`config.mk`:
```
export PLATFORM = sky130hd
export DESIGN_NAME = param_sync_fifo
export DESIGN_NICKNAME = d
export VERILOG_FILES = /design/src/rtl/fifo_pkg.sv /design/src/rtl/sdp_ram.sv /design/src/rtl/param_sync_fifo.sv
export SDC_FILE = /design/constraint.sdc
export NUM_CORES = 1
export LEC_CHECK = 0
export CORE_MARGIN = 1
export CORE_UTILIZATION = 52
export CTS_BUF_LIST = sky130_fd_sc_hd__clkbuf_16
export CTS_CLUSTER_SIZE = 12
export DETAILED_ROUTE_END_ITERATION = 16
export GPL_ROUTABILITY_DRIVEN = 0
export PLACE_DENSITY = 0.79
export SYNTH_ARGS = -nofsm -noshare
export SYNTH_HDL_FRONTEND = slang
export SYNTH_SLANG_ARGS = --single-unit
```
`constraint.sdc`:
```
create_clock -name clk -period 3.6 [get_ports clk]
set_clock_uncertainty 0.05 [all_clocks]
set_input_delay 0.72 -clock clk [delete_from_list [all_inputs] [get_ports clk]]
set_output_delay 0.72 -clock clk [all_outputs]
set_load 0.05 [all_outputs]
```
`src/rtl/fifo_pkg.sv`:
```
// fifo_pkg: shared constants and parameter-legality helpers for param_sync_fifo.
//   RAM_* / MODE_*  : accepted string values for RAM_TYPE and READ_MODE.
//   *_legal()       : constant functions evaluated at elaboration time so an
//                     illegal configuration stops the build instead of
//                     producing a silently broken FIFO.
package fifo_pkg;

    localparam string RAM_DISTRIBUTED = "distributed";
    localparam string RAM_BLOCK       = "block";
    localparam string MODE_STD        = "STD";
    localparam string MODE_FWFT       = "FWFT";

    function automatic bit ram_type_legal(input string ram_type);
        return (ram_type == RAM_DISTRIBUTED) || (ram_type == RAM_BLOCK);
    endfunction

    function automatic bit read_mode_legal(input string read_mode);
        return (read_mode == MODE_STD) || (read_mode == MODE_FWFT);
    endfunction

    function automatic bit width_legal(input int data_width, input int addr_width);
        return (data_width >= 1) && (addr_width >= 1) && (addr_width <= 30);
    endfunction

    // almost_full threshold must be reachable and non-trivial: 1..DEPTH
    function automatic bit af_thresh_legal(input int addr_width, input int af_thresh);
        return (af_thresh >= 1) && (af_thresh <= (1 << addr_width));
    endfunction

    // almost_empty threshold: 0..DEPTH-1
    function automatic bit ae_thresh_legal(input int addr_width, input int ae_thresh);
        return (ae_thresh >= 0) && (ae_thresh <= (1 << addr_width) - 1);
    endfunction

endpackage

```
`src/rtl/sdp_ram.sv`:
```
// sdp_ram: simple dual-port storage for param_sync_fifo.
//   clk              : single clock, rising edge
//   wr_en/wr_addr/wr_data : write port, written on the rising edge
//   rd_en/rd_addr    : read port; rd_en only matters for block style
//   rd_data          : combinational for "distributed", registered
//                      (updated on rd_en) for "block"
// Contents are never reset.
module sdp_ram
    import fifo_pkg::*;
#(
    parameter string RAM_TYPE   = RAM_DISTRIBUTED,
    parameter int    DATA_WIDTH = 8,
    parameter int    ADDR_WIDTH = 4
) (
    input  logic                  clk,
    input  logic                  wr_en,
    input  logic [ADDR_WIDTH-1:0] wr_addr,
    input  logic [DATA_WIDTH-1:0] wr_data,
    input  logic                  rd_en,
    input  logic [ADDR_WIDTH-1:0] rd_addr,
    output logic [DATA_WIDTH-1:0] rd_data
);

    localparam int DEPTH = 2 ** ADDR_WIDTH;

    if (RAM_TYPE == RAM_BLOCK) begin : g_block
        (* ram_style = "block" *) logic [DATA_WIDTH-1:0] mem [DEPTH];

        always_ff @(posedge clk) begin
            if (wr_en) begin
                mem[wr_addr] <= wr_data;
            end
            // read-during-write to the same address returns the old word;
            // the controller never relies on that case
            if (rd_en) begin
                rd_data <= mem[rd_addr];
            end
        end
    end else begin : g_distributed
        (* ram_style = "distributed" *) logic [DATA_WIDTH-1:0] mem [DEPTH];
        logic rd_en_unused;

        always_ff @(posedge clk) begin
            if (wr_en) begin
                mem[wr_addr] <= wr_data;
            end
        end

        assign rd_data      = mem[rd_addr];
        assign rd_en_unused = rd_en;
    end

endmodule

```
`src/rtl/param_sync_fifo.sv`:
```
// param_sync_fifo: single-clock FIFO with selectable storage style and
// read mode (STD registered read, or FWFT first-word fall-through).
//   clk, a_rst_n        : clock (rising edge), asynchronous active-low reset
//   wr_data, wr_en      : write side; full / almost_full / overflow status
//   rd_en               : read request (STD) or head acknowledge (FWFT)
//   rd_data, rd_data_vld: read word and its qualifier
//   empty / almost_empty / underflow : read-side status
//   fill_count          : words held, 0..DEPTH (FWFT head word included)
// All status outputs are registered; nothing combinational from wr_en/rd_en.
module param_sync_fifo
    import fifo_pkg::*;
#(
    parameter string RAM_TYPE   = RAM_DISTRIBUTED,
    parameter int    DATA_WIDTH = 8,
    parameter int    ADDR_WIDTH = 4,
    parameter string READ_MODE  = MODE_STD,
    parameter int    AF_THRESH  = (2 ** ADDR_WIDTH) - 2,
    parameter int    AE_THRESH  = 2
) (
    input  logic                  clk,
    input  logic                  a_rst_n,
    input  logic [DATA_WIDTH-1:0] wr_data,
    input  logic                  wr_en,
    output logic                  full,
    output logic                  almost_full,
    output logic                  overflow,
    input  logic                  rd_en,
    output logic [DATA_WIDTH-1:0] rd_data,
    output logic                  rd_data_vld,
    output logic                  empty,
    output logic                  almost_empty,
    output logic                  underflow,
    output logic [ADDR_WIDTH:0]   fill_count
);

    localparam bit IS_FWFT  = (READ_MODE == MODE_FWFT);
    localparam bit IS_BLOCK = (RAM_TYPE == RAM_BLOCK);
    localparam logic [ADDR_WIDTH:0] AF_LEVEL = (ADDR_WIDTH+1)'(AF_THRESH);
    localparam logic [ADDR_WIDTH:0] AE_LEVEL = (ADDR_WIDTH+1)'(AE_THRESH);

    // ---------------------------------------------------------------
    // Elaboration-time legality checks
    // ---------------------------------------------------------------
    if (!ram_type_legal(RAM_TYPE)) begin : g_bad_ram_type
        $error("param_sync_fifo: RAM_TYPE must be \"distributed\" or \"block\"");
    end
    if (!read_mode_legal(READ_MODE)) begin : g_bad_read_mode
        $error("param_sync_fifo: READ_MODE must be \"STD\" or \"FWFT\"");
    end
    if (!width_legal(DATA_WIDTH, ADDR_WIDTH)) begin : g_bad_width
        $error("param_sync_fifo: DATA_WIDTH/ADDR_WIDTH out of range");
    end
    if (!af_thresh_legal(ADDR_WIDTH, AF_THRESH)) begin : g_bad_af
        $error("param_sync_fifo: AF_THRESH must be 1..DEPTH");
    end
    if (!ae_thresh_legal(ADDR_WIDTH, AE_THRESH)) begin : g_bad_ae
        $error("param_sync_fifo: AE_THRESH must be 0..DEPTH-1");
    end

    // ---------------------------------------------------------------
    // State
    // ---------------------------------------------------------------
    // Pointers carry an extra wrap bit so all DEPTH slots are usable.
    logic [ADDR_WIDTH:0]   wr_ptr_q, wr_ptr_d;
    logic [ADDR_WIDTH:0]   rd_ptr_q, rd_ptr_d;
    logic [ADDR_WIDTH:0]   fill_count_q, fill_count_d;
    logic                  full_q, full_d;
    logic                  empty_q, empty_d;
    logic                  almost_full_q, almost_full_d;
    logic                  almost_empty_q, almost_empty_d;
    logic                  overflow_q, overflow_d;
    logic                  underflow_q, underflow_d;
    // STD: one-cycle read-valid pulse. FWFT: prefetch (head) valid.
    logic                  rd_vld_q, rd_vld_d;
    // STD distributed: read output register. FWFT distributed: prefetch word.
    logic [DATA_WIDTH-1:0] rd_data_q, rd_data_d;
    // STD block: rd_data comes from the RAM output register, which is not
    // reset; this flag blanks it until the first read after reset.
    logic                  rd_seen_q, rd_seen_d;

    logic                  wr_accept;
    logic                  rd_accept;
    logic                  ram_has_data_d;
    logic                  ram_rd_en;
    logic [ADDR_WIDTH-1:0] ram_rd_addr;
    logic [DATA_WIDTH-1:0] ram_rd_data;

    sdp_ram #(
        .RAM_TYPE   (RAM_TYPE),
        .DATA_WIDTH (DATA_WIDTH),
        .ADDR_WIDTH (ADDR_WIDTH)
    ) u_ram (
        .clk     (clk),
        .wr_en   (wr_accept),
        .wr_addr (wr_ptr_q[ADDR_WIDTH-1:0]),
        .wr_data (wr_data),
        .rd_en   (ram_rd_en),
        .rd_addr (ram_rd_addr),
        .rd_data (ram_rd_data)
    );

    // ---------------------------------------------------------------
    // Next-state logic
    // ---------------------------------------------------------------
    // In FWFT the head word keeps its RAM slot until it is popped, so the
    // pointer difference is the fill count in both modes and full/empty of
    // the storage come straight from the pointers.
    always_comb begin
        wr_accept = wr_en && !full_q;
        // empty_q already means "no word readable" in every mode
        rd_accept = rd_en && !empty_q;

        wr_ptr_d = wr_ptr_q + {{ADDR_WIDTH{1'b0}}, wr_accept};
        rd_ptr_d = rd_ptr_q + {{ADDR_WIDTH{1'b0}}, rd_accept};

        fill_count_d   = wr_ptr_d - rd_ptr_d;
        full_d         = (wr_ptr_d[ADDR_WIDTH] != rd_ptr_d[ADDR_WIDTH]) &&
                         (wr_ptr_d[ADDR_WIDTH-1:0] == rd_ptr_d[ADDR_WIDTH-1:0]);
        ram_has_data_d = (wr_ptr_d != rd_ptr_d);
        almost_full_d  = (fill_count_d >= AF_LEVEL);
        almost_empty_d = (fill_count_d <= AE_LEVEL);
        overflow_d     = wr_en && full_q;
        underflow_d    = rd_en && empty_q;

        empty_d     = !ram_has_data_d;
        rd_vld_d    = 1'b0;
        rd_data_d   = rd_data_q;
        rd_seen_d   = rd_seen_q;
        ram_rd_en   = 1'b0;
        ram_rd_addr = rd_ptr_q[ADDR_WIDTH-1:0];

        if (!IS_FWFT) begin
            // STD: fetch the head on an accepted read, present it next cycle
            rd_vld_d  = rd_accept;
            ram_rd_en = rd_accept;
            if (rd_accept) begin
                rd_seen_d = 1'b1;
                if (!IS_BLOCK) begin
                    rd_data_d = ram_rd_data;
                end
            end
        end else if (!IS_BLOCK) begin
            // FWFT distributed: reload the prefetch register every cycle
            // with the head that will exist after this edge. If that head is
            // the word being written right now, take it from wr_data.
            ram_rd_addr = rd_ptr_d[ADDR_WIDTH-1:0];
            rd_vld_d    = ram_has_data_d;
            if (ram_has_data_d) begin
                if (wr_accept && (rd_ptr_d == wr_ptr_q)) begin
                    rd_data_d = wr_data;
                end else begin
                    rd_data_d = ram_rd_data;
                end
            end
            empty_d = !rd_vld_d;
        end else begin
            // FWFT block: the RAM output register acts as the prefetch word.
            // It can only hold the next head if that word was written before
            // this edge, which gives the extra cycle of fall-through latency.
            ram_rd_en   = 1'b1;
            ram_rd_addr = rd_ptr_d[ADDR_WIDTH-1:0];
            rd_vld_d    = (rd_ptr_d != wr_ptr_q);
            empty_d     = !rd_vld_d;
        end
    end

    // ---------------------------------------------------------------
    // Registers
    // ---------------------------------------------------------------
    always_ff @(posedge clk or negedge a_rst_n) begin
        if (!a_rst_n) begin
            wr_ptr_q       <= '0;
            rd_ptr_q       <= '0;
            fill_count_q   <= '0;
            full_q         <= 1'b0;
            empty_q        <= 1'b1;
            almost_full_q  <= 1'b0;
            almost_empty_q <= 1'b1;
            overflow_q     <= 1'b0;
            underflow_q    <= 1'b0;
            rd_vld_q       <= 1'b0;
            rd_data_q      <= '0;
            rd_seen_q      <= 1'b0;
        end else begin
            wr_ptr_q       <= wr_ptr_d;
            rd_ptr_q       <= rd_ptr_d;
            fill_count_q   <= fill_count_d;
            full_q         <= full_d;
            empty_q        <= empty_d;
            almost_full_q  <= almost_full_d;
            almost_empty_q <= almost_empty_d;
            overflow_q     <= overflow_d;
            underflow_q    <= underflow_d;
            rd_vld_q       <= rd_vld_d;
            rd_data_q      <= rd_data_d;
            rd_seen_q      <= rd_seen_d;
        end
    end

    // ---------------------------------------------------------------
    // Outputs
    // ---------------------------------------------------------------
    // Block styles read straight from the RAM output register; it is gated
    // so rd_data still reads zero immediately after reset.
    always_comb begin
        rd_data = rd_data_q;
        if (IS_BLOCK) begin
            if (IS_FWFT ? rd_vld_q : rd_seen_q) begin
                rd_data = ram_rd_data;
            end else begin
                rd_data = '0;
            end
        end
    end

    assign rd_data_vld  = rd_vld_q;
    assign full         = full_q;
    assign empty        = empty_q;
    assign almost_full  = almost_full_q;
    assign almost_empty = almost_empty_q;
    assign overflow     = overflow_q;
    assign underflow    = underflow_q;
    assign fill_count   = fill_count_q;

endmodule

```
==> results.yml, run 1 <==
synthesis:
  yosysMostFrequentCell: "edfxtp_1"
  synth_area_leaders: "edfxtp_1 61%, dfrtp_1 11%, mux4_2 7.8%"
  async_reset_ff_share_pct: 19.0
  synth_top_area_share_pct: 60.8
  avgSynthCellArea_sq_um: 21.5
  synth_common_cells: "128 x edfxtp_1, 28 x dfrtp_1, 22 x mux4_2, 18 x mux4_1, 13 x nor2_1"
  ys_seq_area_share_pct: 72.7
  ys_types: 31
  synth_area_leader_cell: "edfxtp_1"
  ys_warn_count: 0
  synth-edff-count: 128
  syn-cell-area_sq_mm: 0.00632
  synthCells: 294
  synth_nets: 314
  ys_ff_latch: 158
  synthFlopType: "edfxtp_1"
run_status:
  outcome: "finished, violations left"
  failed_checks: "DRC"
cts:
  cts-root-buf: "clkbuf_16"
  cts_tree: "done"
  ctsHtreeMaxLevel: 4
  cts-buffers-inserted: 17
  cts.clk_slew.worst_paths_ns: 0.06
  ctsHoldBuffers: 0
  clock_latency_ns: 0.42
  clock_path_buffers: 2
  cts_setup_buffers: 0
  post_cts_resize_count: 0
  cts.sinks: 158
setup_path:
  cp.arrival_ns: 3.37
  required_ns: 3.83
  slowest_delay_ns: 0.48
  critPathKind: "in2reg"
  cp_slowest_cell: "clkdlybuf4s50_1"
  crit_path_cell_trace: "clkdlybuf4s50_1, nor2b_1, ha_1, ha_1, xnor2_1, ha_1, o311ai_0, nand3b_1, xor2_1, a2111oi_0"
  r2r_slack_ns: 0.77
  crit_fanout: 5
  crit_family: "adder cells"
  start_kind: "input port"
  worst-path-buf-inv: 1
  crit_top_cell: "ha_1"
  timing.critical_path.to_type: "flop"
routing:
  wl_per_cell_microns: 23.0
  final_antenna_net_count: 0
  num_vias: 3020
  first_pass_iters: 13
  drc_errors: 4
  drtIter0Drc: 344
  wl_microns: 11500
  routed_via_density: 6.02
worst_hold_path:
  hp-class: "reg2reg"
timing:
  tns_ns: 0
  min_period_ns: 3.14
  min_period_over_period_pct: 87.3
  clock.fmax_ghz: 0.318
  final-setup-viol-count: 0
  hold_ws_ns: 0.439
  slew_violations: 0
  slew_headroom_pct: 43.6
  worst_slew_pin_slew_ns: 0.843
  rsz0062_at_grt: "no"
  hold_violations: 0
layout:
  syn_to_final_growth_pct: 16.2
  final_cell_area_sq_mm: 0.00734
  num-nets-final: 366
  final-instance-count-excl-fill: 502
  drive_above_1_share_pct: 21.7
  num_antenna_cells: 0
place:
  place_area_sq_mm: 0.00680
  port-buffer-count: 31
  place_inst: 470
  dpl.hpwl_microns: 7400
floorplan:
  start_util_pct: 54.4
  rows: 39
  die_w_microns: 112
  die_height_microns: 112
  die_area_sq_mm: 0.0126
  coreArea_sq_mm: 0.0116
  ios: 32
global_routing:
  antenna_found_initial: 0
  grt_max_degree: 34
  grt_overflow: 0
  grt_pass1_vias: 3162
  track_usage_pct: 20.1
  grt_first_pass_wirelength_microns: 17900
job:
  maxCapViolations: 0
power:
  internal-power_mw: 4.45
  pwr-share-seq_pct: 37.2
  clkPwrFrac_pct: 23.8
  p_sw_share_pct: 34.7
  peakVddDrop_mv: 0.468
  p_per_area_mw_per_mm2: 928
  combPwrFrac_pct: 39.0
  p_leak_nw: 2.58
  power_switching_mw: 2.37
layout by cell type, fill, tap and decap left out, types with 4 or more instances in the layout:
| cell type | count |
|---|---|
| nor3_1 | 4 |
| clkbuf_16 | 17 |
| ha_1 | 8 |
| inv_1 | 9 |
| edfxtp_1 | 128 |
| nor2_1 | 13 |
| dfrtp_1 | 27 |
| xnor2_1 | 12 |
| buf_4 | 14 |
| clkinvlp_4 | 4 |
| mux4_1 | 18 |
| mux2_4 | 8 |
| nand3_1 | 5 |
| clkinv_4 | 4 |
| clkdlybuf4s50_1 | 31 |
| mux4_2 | 22 |
layer usage:
| layer | share of wire [%] | GRT usage, % |
|---|---|---|
| met5 | 0 | 0 |
| met2 | 50 | 32.6 |
| met3 | 6.7 | 4.97 |
| met1 | 41 | 26.7 |
| met4 | 1.4 | 7.64 |
state kept, by name, summed over array words and instances (netlist names):
name and count:
almost_empty 1, rd_data_vld 1, underflow 1, wr_ptr_q 5, fill_count 5, empty 1, rd_ptr_q 5, u_ram.g_distributed.mem 128
overflow 1, almost_full 1, full 1, rd_data 8
power groups by stage:
stage | logic, mW | clock network (mW) | registers [mW]
2_1_floorplan | 1.72 | 0 | 2.83
3_3_place_gp | 2.57 | 0 | 2.54
3_5_place_dp | 2.64 | 0 | 2.57
4_1_cts | 2.67 | 1.65 | 2.54
5_1_grt | 2.83 | 1.71 | 2.57
6_report | 2.66 | 1.62 | 2.53
layout make-up:
cell class | instances | area [sq um]
clock buffers | 17 | 425
clock inverters | 15 | 115
fillers | 772 | 4270
inverters | 8 | 30.0
multi-input cells | 116 | 1580
flip-flops and latches | 158 | 4600
well taps | 143 | 179
repair buffers | 45 | 415
final timing paths:
check                          endpoint  cells after the start        start
setup / recovery           almost_empty                     10        rd_en
hold / removal              wr_ptr_q[4]                      1  wr_ptr_q[4]
setup reg to reg           almost_empty                      9        empty
hold reg to reg             wr_ptr_q[4]                      1  wr_ptr_q[4]
max in group asynchronous         empty                      2      a_rst_n
min in group asynchronous   almost_full                      2      a_rst_n
through the flow:
| step | util [%] | power, mW | worst slack, ns |
|---|---|---|---|
| 2_1_floorplan | - | 4.55 | 0.623 |
| 3_3_place_gp | 58.6 | 5.11 | 0.200 |
| 3_5_place_dp | 58.6 | 5.21 | 0.0605 |
| 4_1_cts | 63.2 | 6.87 | 0.472 |
| 5_1_grt | 63.2 | 7.11 | 0.326 |
| 6_report | 63.2 | 6.81 | 0.456 |
logic make-up after synthesis:
family / share of synthesized area (%)
muxes: 17.2
and+or+nand+nor: 3.27
buffers and inverters: 2.26
AOI/OAI and AO/OA: 0.554
adders and majority gates: 1.90
DFF: 72.7
xor gates and xnor gates: 2.08
No activity file was read; power rests on OpenSTA's default activity.
==> run 2, diff against run 1 <==
--- a/config.mk
+++ b/config.mk
@@ -7,7 +7,7 @@
 export LEC_CHECK = 0
 export CORE_MARGIN = 1
 export CORE_UTILIZATION = 52
-export CTS_BUF_LIST = sky130_fd_sc_hd__clkbuf_16
+export CTS_BUF_LIST = sky130_fd_sc_hd__clkbuf_4 sky130_fd_sc_hd__clkbuf_8
 export CTS_CLUSTER_SIZE = 12
 export DETAILED_ROUTE_END_ITERATION = 16
 export GPL_ROUTABILITY_DRIVEN = 0
==> run 2 against run 1 <==
Effect of this change:
- the flow still finishes with violations (DRC)
- hold slack better by 0.0037 ns
- core utilization is 1.6 points lower
- die area stayed put
- non-clock buffer count stayed put
- sequential share of layout area is 1.6 points higher
- total power is 7.4% lower
- critical endpoint unchanged
- routed wire length is 5.9% lower
- highest routed layer is now met5
==> results.yml, run 2 (synthesized netlist as in run 1, its figures left out) <==
power:
  p_per_area_mw_per_mm2: 882
  power_switching_mw: 2.27
  peakVddDrop_mv: 0.409
  internal-power_mw: 4.05
  p_sw_share_pct: 35.9
  combPwrFrac_pct: 41.6
  p_leak_nw: 2.49
  pwr-share-seq_pct: 40.0
  finalPower_mw: 6.31
  clkPwrFrac_pct: 18.3
floorplan:
  rows: 39
  ios: 32
  coreArea_sq_mm: 0.0116
  die_area_sq_mm: 0.0126
  die_height_microns: 112
  die_w_microns: 112
  start_util_pct: 54.4
setup_path:
  timing.critical_path.to_type: "flop"
  cp_slowest_cell: "clkdlybuf4s50_1"
  critPathKind: "in2reg"
  required_ns: 3.87
  cp.arrival_ns: 3.36
  crit_path_start: "rd_en"
  rr_startpoint: "empty"
  crit_fanout: 5
  crit_top_cell: "ha_1"
  slowest_delay_ns: 0.48
  r2r_slack_ns: 0.79
  crit_path_cell_trace: "clkdlybuf4s50_1, nor2b_1, ha_1, ha_1, xnor2_1, ha_1, o311ai_0, nand3b_1, xor2_1, a2111oi_0"
  start_kind: "input port"
cts:
  ctsHtreeMaxLevel: 4
  cts_tree: "done"
  clock_latency_ns: 0.45
  clock_path_buffers: 2
  cts-root-buf: "clkbuf_8"
  post_cts_resize_count: 0
  cts-buffers-inserted: 17
  cts.sinks: 158
  ctsHoldBuffers: 0
  cts.clk_slew.worst_paths_ns: 0.08
  cts_setup_buffers: 0
place:
  dpl.hpwl_microns: 7400
  pre_cts_ws_ns: 0.0605
  port-buffer-count: 31
global_routing:
  track_usage_pct: 19.3
  grt_overflow: 0
  antenna_found_initial: 1
  grt_max_degree: 34
  grt_first_pass_wirelength_microns: 17400
  grt_pass1_vias: 3094
routing:
  first_pass_iters: 12
  wl_per_cell_microns: 21.6
  num_vias: 2911
  final_antenna_net_count: 0
  drtIter0Drc: 291
  wl_microns: 10800
  drc_errors: 4
  routed_via_density: 5.80
timing:
  worst_slew_pin_slew_ns: 0.867
  min_period_over_period_pct: 85.9
  post-route-worst-setup-slack_ns: 0.508
  tns_ns: 0
  rsz0062_at_grt: "no"
  slew_violations: 0
  final-setup-viol-count: 0
  hold_violations: 0
  clock.fmax_ghz: 0.323
  min_period_ns: 3.09
  slew_headroom_pct: 42.0
layout:
  final_cell_mix: "128 x edfxtp_1, 31 x clkdlybuf4s50_1, 27 x dfrtp_1, 22 x mux4_2, 18 x mux4_1"
  layout.cells.most_common: "edfxtp_1"
  num-nets-final: 366
  largest-register: "u_ram.g_distributed.mem"
  num_antenna_cells: 0
  reg_top3: "u_ram.g_distributed.mem x128, rd_data x8"
  largest_reg_flops: 128
  drive_above_1_share_pct: 22.0
  syn_to_final_growth_pct: 13.2
  fill_cells: 817
run_status:
  failed_checks: "DRC"
  outcome: "finished, violations left"
job:
  maxCapViolations: 0
worst_hold_path:
  worstHoldStart: "rd_ptr_q[4]"
  hp-class: "reg2reg"
-- run 2: cell count changes in the layout (fill, tap and decap cells not counted), sizes merged --
cell and change:
inv -1, clkbuf +1
-- run 2: cell type report --
cell class,count,area (sq um),area share [%]
sequential,158,4600,64.2
multi-input combinational,116,1580,22.1
timing repair buffer,45,415,5.80
clock buffer,18,241,3.37
tap,143,179,2.50
clock inverter,14,111,1.56
inverter,8,30.0,0.420
-- run 2: power by group through the flow --
stage	Clock [mW]	Combinational [mW]	Sequential [mW]
2_1_floorplan	0	1.72	2.83
3_3_place_gp	0	2.57	2.54
3_5_place_dp	0	2.64	2.57
4_1_cts	1.19	2.65	2.53
5_1_grt	1.26	2.82	2.56
6_report	1.16	2.63	2.53
-- run 2: critical path, delay by kind of cell --
family,cells,cell delay (ns)
adders and majority gates,3,0.75
AOI/OAI and AO/OA,2,0.74
buffers and inverters,1,0.48
xor gates and xnor gates,2,0.35
and+or+nand+nor,2,0.31
-- run 2: path summary, 6_finish.rpt --
kind / depth (start not counted) / endpoint
max in group asynchronous: 2 / empty
worst min-delay path: 1 / rd_ptr_q[4]
worst max register to register: 9 / almost_empty
worst max-delay path: 10 / almost_empty
min in group asynchronous: 2 / almost_full
worst min register to register: 1 / rd_ptr_q[4]
-- run 2: stage by stage --
| step | cell area, sq um | std cells | utilization [%] | hold WS, ns |
|---|---|---|---|---|
| after floorplan | 6320 | 294 | - | 0.374 |
| after global placement | 6800 | 470 | 58.6 | 0.427 |
| after detailed placement | 6800 | 470 | 58.6 | 0.429 |
| after CTS | 7160 | 502 | 61.6 | 0.444 |
| after global routing | 7160 | 502 | 61.6 | 0.448 |
| final | 7160 | 502 | 61.6 | 0.443 |
-- run 2: layer usage --
layer / wire, microns / global-route usage [%]
met5: 8 / 0
met4: 87 / 5.87
met2: 5400 / 30.6
met3: 862 / 6.05
met1: 4490 / 26.0
